File: config.mk
export PLATFORM = sky130hd
export DESIGN_NAME = uart_tx_arbiter_flat
export DESIGN_NICKNAME = d
export VERILOG_FILES = /design/src/rtl/uart_tx_arbiter_if.sv /design/src/rtl/uart_tx_arbiter.sv /design/src/flat_wrapper.sv
export SDC_FILE = /design/constraint.sdc
export NUM_CORES = 1
export LEC_CHECK = 0
export CORE_MARGIN = 2
export CORE_UTILIZATION = 55
export CTS_BUF_LIST = sky130_fd_sc_hd__clkbuf_8
export CTS_CLUSTER_DIAMETER = 50
export DETAILED_ROUTE_END_ITERATION = 6
export GPL_TIMING_DRIVEN = 0
export PLACE_DENSITY = 0.84
export SYNTH_ARGS = -nofsm -noshare
export SYNTH_HDL_FRONTEND = slang
export SYNTH_SLANG_ARGS = --single-unit
export TNS_END_PERCENT = 20
File: constraint.sdc
create_clock -name clk -period 8.2 [get_ports clk]
set_input_delay 1.64 -clock clk [delete_from_list [all_inputs] [get_ports clk]]
set_output_delay 1.64 -clock clk [all_outputs]
set_load 0.01 [all_outputs]
File: src/rtl/uart_tx_arbiter_if.sv
// uart_tx_arbiter_if: requester byte streams in, TX FIFO write port and grant status out.
interface uart_tx_arbiter_if #(
    parameter int NREQ = 5,
    parameter int DW = 8
);
    logic [NREQ-1:0] req;
    logic [NREQ*DW-1:0] req_data;
    logic [NREQ-1:0] req_last;
    logic [NREQ-1:0] req_ack;
    logic fifo_full;
    logic fifo_push;
    logic [DW-1:0] fifo_wdata;
    logic busy;
    logic [2:0] grant_id;
    logic abort;
    modport master (
        output req, req_data, req_last, fifo_full,
        input req_ack, fifo_push, fifo_wdata, busy, grant_id, abort
    );
    modport slave (
        input req, req_data, req_last, fifo_full,
        output req_ack, fifo_push, fifo_wdata, busy, grant_id, abort
    );
endinterface

File: src/rtl/uart_tx_arbiter.sv
// uart_tx_arbiter: round-robin packet arbiter feeding one UART TX FIFO, grant locked until req_last.
// Define UART_ARB_TIMEOUT_EN to abort a packet whose owner stalls for TIMEOUT cycles.
module uart_tx_arbiter #(
    parameter int NREQ = 5,
    parameter int DW = 8,
    parameter int TIMEOUT = 1023
) (
    input logic clk,
    input logic rst,
    uart_tx_arbiter_if.slave bus
);
    localparam int IW = (NREQ > 1) ? $clog2(NREQ) : 1;
    typedef enum logic {IDLE, XFER} state_t;
    state_t state_q, state_d;
    logic [2:0] grant_q, grant_d, last_q, last_d, win;
    logic [DW-1:0] wdata_q, wdata_d, data_g;
    logic [IW-1:0] idx;
    logic beat;
`ifdef UART_ARB_TIMEOUT_EN
    localparam int CW = $clog2(TIMEOUT + 1);
    logic [CW-1:0] cnt_q, cnt_d;
    logic abort;
`endif
    // Scan downward so the final hit is the first requester after last_q.
    always_comb begin
        win = grant_q;
        idx = '0;
        for (int i = NREQ - 1; i >= 0; i--) begin
            idx = IW'((int'(last_q) + 1 + i) % NREQ);
            if (bus.req[idx]) win = 3'(idx);
        end
    end
    always_comb begin
        data_g = bus.req_data[int'(grant_q)*DW +: DW];
        beat = (state_q == XFER) && bus.req[grant_q] && !bus.fifo_full;
        state_d = state_q;
        grant_d = grant_q;
        last_d = last_q;
        wdata_d = beat ? data_g : wdata_q;
        if (state_q == IDLE && |bus.req) begin
            state_d = XFER;
            grant_d = win;
        end
        if (beat && bus.req_last[grant_q]) begin
            state_d = IDLE;
            last_d = grant_q;
        end
`ifdef UART_ARB_TIMEOUT_EN
        abort = 1'b0;
        cnt_d = (state_q == XFER && !beat) ? cnt_q : '0;
        // Only owner silence counts; a full FIFO is not the requester's fault.
        if (state_q == XFER && !bus.req[grant_q] && !bus.fifo_full) begin
            cnt_d = cnt_q + 1'b1;
            if (cnt_q == CW'(TIMEOUT - 1)) begin
                abort = 1'b1;
                state_d = IDLE;
                last_d = grant_q;
                cnt_d = '0;
            end
        end
`endif
    end
    always_ff @(posedge clk or negedge rst) begin
        if (!rst) begin
            state_q <= IDLE;
            grant_q <= '0;
            last_q <= 3'(NREQ - 1);
            wdata_q <= '0;
        end else begin
            state_q <= state_d;
            grant_q <= grant_d;
            last_q <= last_d;
            wdata_q <= wdata_d;
        end
    end
`ifdef UART_ARB_TIMEOUT_EN
    always_ff @(posedge clk or negedge rst) begin
        if (!rst) cnt_q <= '0;
        else cnt_q <= cnt_d;
    end
    assign bus.abort = abort;
`else
    assign bus.abort = 1'b0 && (TIMEOUT > 0);
`endif
    assign bus.fifo_push = beat;
    assign bus.fifo_wdata = beat ? data_g : wdata_q;
    assign bus.req_ack = beat ? (NREQ'(1) << grant_q) : '0;
    assign bus.busy = (state_q == XFER);
    assign bus.grant_id = grant_q;
endmodule

File: src/flat_wrapper.sv
// flat-port wrapper written by rule: the top's interface ports become plain ports
module uart_tx_arbiter_flat 
#(
    parameter int NREQ = 5,
    parameter int DW = 8,
    parameter int TIMEOUT = 1023
)
  (clk, rst, bus_req, bus_req_data, bus_req_last, bus_fifo_full, bus_req_ack, bus_fifo_push, bus_fifo_wdata, bus_busy, bus_grant_id, bus_abort);
  uart_tx_arbiter_if #(.NREQ(NREQ), .DW(DW)) bus_i ();
  input logic clk;
  input logic rst;
  input wire logic [$bits(bus_i.req)-1:0] bus_req;
  input wire logic [$bits(bus_i.req_data)-1:0] bus_req_data;
  input wire logic [$bits(bus_i.req_last)-1:0] bus_req_last;
  input wire logic [$bits(bus_i.fifo_full)-1:0] bus_fifo_full;
  output wire logic [$bits(bus_i.req_ack)-1:0] bus_req_ack;
  output wire logic [$bits(bus_i.fifo_push)-1:0] bus_fifo_push;
  output wire logic [$bits(bus_i.fifo_wdata)-1:0] bus_fifo_wdata;
  output wire logic [$bits(bus_i.busy)-1:0] bus_busy;
  output wire logic [$bits(bus_i.grant_id)-1:0] bus_grant_id;
  output wire logic [$bits(bus_i.abort)-1:0] bus_abort;
  assign bus_i.req = bus_req;
  assign bus_i.req_data = bus_req_data;
  assign bus_i.req_last = bus_req_last;
  assign bus_i.fifo_full = bus_fifo_full;
  assign bus_req_ack = bus_i.req_ack;
  assign bus_fifo_push = bus_i.fifo_push;
  assign bus_fifo_wdata = bus_i.fifo_wdata;
  assign bus_busy = bus_i.busy;
  assign bus_grant_id = bus_i.grant_id;
  assign bus_abort = bus_i.abort;
  uart_tx_arbiter #(.NREQ(NREQ), .DW(DW), .TIMEOUT(TIMEOUT)) u_core (.clk(clk), .rst(rst), .bus(bus_i));
endmodule
==> impl_metrics.csv <==
group,metric,value,unit
die,die_w,85.4,µm
worst_setup_path,critical_path.max_fanout,10,
worst_setup_path,endpoint_kind,"flop",
synth,synth_common_cells,"ha_1 (38), nand2_1 (33), nor2_1 (33), a21oi_1 (28), inv_1 (22)",
clock_network,cts_buffers,3,
cells_and_area,layout-drive-gt1-share,13.1,%
min_path,holdCritStartpoint,"u_core.bus.grant_id[2]$_DFFE_PN0P_",
timing,setup_ws,0.702,ns
synth,synth_seq_area_share,10.3,%
global_routing,antenna_found_initial,0,
cells_and_area,num_antenna_cells,0,
die,die_area,7290,µm²
synth,syn-num-nets,530,
timing,skew,0.00326,ns
min_path,hp-class,"reg -> reg",
timing,worst_pin_slew,0.704,ns
clock_network,cts_hold_buf,0,
synth,yosys.area.top_type,"ha_1",
placement,place_inst,585,
cells_and_area,final_nets,604,
worst_setup_path,cp-start-kind,"flop",
timing,setup_violations,0,
outcome,status,"complete, no violations",
timing,slew_headroom,52.9,%
clock_network,worstSkewPairLatency,0.25,ns
global_routing,grt_first_pass_wirelength,17.7,mm
clock_network,clk_pin_slew,0.07,ns
drt,dr_total_vias,3751,
synth,synthArstFlopShare,100,%
synth,synth-edff-count,0,
die,initial_core_util,57.0,%
drt,viasPerCell,6.37,
placement,pre_cts_ws,0.487,ns
global_routing,gr-total-overflow,0,
synth,ys.flop_type,"dfrtp_1",
synth,yosysTopAreaCellShare,13.1,%
worst_setup_path,arrival,7.63,ns
timing,min_period,7.50,ns
placement,io_buffers,69,
worst_setup_path,required,8.33,ns
min_path,min_path_cells,1,
worst_setup_path,r2r-end,"u_core.bus.grant_id[2]$_DFFE_PN0P_",
drt,ant_nets,0,
worst_setup_path,r2r_cells,26,
clock_network,h-tree-depth,1,
drt,wire_per_inst,18.1,µm
clock_network,clock_path_buffers,2,
placement,place.gp.congestion,0.981,
placement,postPlaceCellArea,4430,µm²
worst_setup_path,reg2reg_slack,0.70,ns
synth,netlist_instances,439,
die,die_h,85.4,µm
global_routing,grt_util_all_layers,29.4,%
die,rows,29,
drt,drtPass1Iterations,5,
synth,synth_seq_cells,15,
cells_and_area,design_area,4480,µm²
timing,finalHoldViolations,0,
global_routing,grt_start_max_net_pins,16,
clock_network,cts_tree,"done",
timing,tns,0,ns
worst_setup_path,path_class,"reg -> reg",
job,maxCapViolCount,0,
timing,fmax,133,MHz
drt,drc,0,
cells_and_area,area_delta_synth_final,23.0,%
timing,period_share,91.4,%
synth,synth.area.top_cells,"ha_1 (13%), dfrtp_1 (9.6%), mux4_2 (7.4%)",
die,core-area,6390,µm²
die,io_pins,72,
synth,yosysMostFrequentCell,"ha_1",
synth,synth_cell_types,88,
clock_network,cts_root_buffer,"clkbuf_8",
timing,slew_violations,0,
worst_setup_path,rr_startpoint,"u_core.last_q[0]$_DFFE_PN0P_",
min_path,whs_endpoint,"u_core.bus.grant_id[2]$_DFFE_PN0P_",
timing,rsz0062_at_grt,"false",
synth,avgSynthCellArea,8.30,µm²
drt,wl,10.7,mm
drt,drtIter0Drc,348,
synth,synthesis.area,3640,µm²
synth,yosysWarnings,0,
global_routing,grt_pass1_vias,3677,
clock_network,cts.sinks,15,
placement,hpwlAfterDp,8.64,mm
cells_and_area,fin_cells,589,
area by class of cell:
type / count / area (µm²)
Multi-Input combinational cell: 372 / 3020
Fill cell: 520 / 1910
Timing Repair Buffer: 69 / 691
Sequential cell: 15 / 377
Buffer: 24 / 140
Inverter: 28 / 109
Tap cell: 77 / 96.3
Clock buffer: 3 / 41.3
Clock inverter: 1 / 5.00
registers in the layout, summed over array words and instances, names as in the netlist:
signal	cells
u_core.wdata_q	8
u_core.bus.grant_id	3
u_core.last_q	3
u_core.bus.busy	1
logic make-up after synthesis:
group           after synthesis  share of synthesized area [%]
flops                        15                           10.3
other cells                   1                          0.103
buf+inv                      52                           6.80
mux                          42                           16.7
fa+ha+maj                    39                           13.3
compound gates              136                           28.0
simple gates                139                           20.4
xor+xnor                     15                           4.33
critical path, stage by stage (launching register included):
cell       delay (ns)
dfrtp_1          0.56
buf_6            0.21
buf_6            0.17
clkbuf_1         0.35
inv_1            0.20
ha_2             0.51
clkbuf_2         0.30
inv_1            0.18
ha_1             0.31
nor3_2           0.32
a31oi_2          0.14
a21oi_1          0.36
ha_1             0.32
o21bai_1         0.10
a22oi_1          0.20
a2bb2oi_2        0.13
xnor2_1          0.41
ha_1             0.30
nor2b_1          0.17
nand2b_1         0.12
o2111ai_1        0.13
a21oi_2          0.35
mux2_2           0.41
mux2i_1          0.24
nor2_1           0.13
a311oi_4         0.41
mux2_4           0.33
worst max-delay path by stage:
stage                                       startpoint                                  to
final                     u_core.last_q[0]$_DFFE_PN0P_  u_core.bus.grant_id[2]$_DFFE_PN0P_
after detailed placement  u_core.last_q[0]$_DFFE_PN0P_  u_core.bus.grant_id[2]$_DFFE_PN0P_
after CTS                 u_core.last_q[0]$_DFFE_PN0P_  u_core.bus.grant_id[2]$_DFFE_PN0P_
after global placement    u_core.last_q[0]$_DFFE_PN0P_  u_core.bus.grant_id[2]$_DFFE_PN0P_
after global routing      u_core.last_q[0]$_DFFE_PN0P_  u_core.bus.grant_id[2]$_DFFE_PN0P_
after floorplan           u_core.last_q[0]$_DFFE_PN0P_  u_core.bus.grant_id[2]$_DFFE_PN0P_
repair_timing:
item                                    CTS  global route
endpoints found under the setup margin    0             3
buffers inserted                          0             0
gates resized for setup                   0             2
per-layer routing:
layer | GRT usage, % | up-vias | wire length [µm]
met5 | 0 | - | 0
met4 | 5.77 | 0 | 120
li1 | - | 1792 | -
met1 | 43.0 | 1787 | 4850
met3 | 2.72 | 20 | 556
met2 | 47.5 | 152 | 5150
layout by cell type (no fill, tap or decap), types with 3 or more instances in the layout:
cell type,instances
xnor2_1,11
a221oi_2,3
nor3_1,6
inv_2,4
mux2_4,3
mux2_2,7
nor2_1,33
clkbuf_1,12
a21oi_1,28
and2_1,7
nor3b_1,5
nand3b_1,3
o311ai_0,3
nand2_1,33
buf_4,3
nand2b_1,10
o211ai_1,5
clkbuf_8,3
clkdlybuf4s50_1,69
nor2b_1,9
and3_1,6
ha_1,37
inv_1,22
a22oi_1,12
buf_6,4
o21bai_1,3
a31oi_1,5
mux2i_1,19
o21ai_1,5
o31ai_1,5
mux4_2,12
o22ai_1,5
dfrtp_1,14
a211oi_1,3
nand3_1,11
o21ai_0,19
per-stage QoR:
step	utilization [%]	hold slack, ns
floorplan	-	0.564
global placement	69.4	0.524
detailed placement	69.4	0.520
CTS	70.1	0.542
global route	70.1	0.553
finish	70.1	0.541
Power is left out: the tool's default activity adds up to more than one toggle a clock period on the data nets, which glitch-free logic cannot reach.
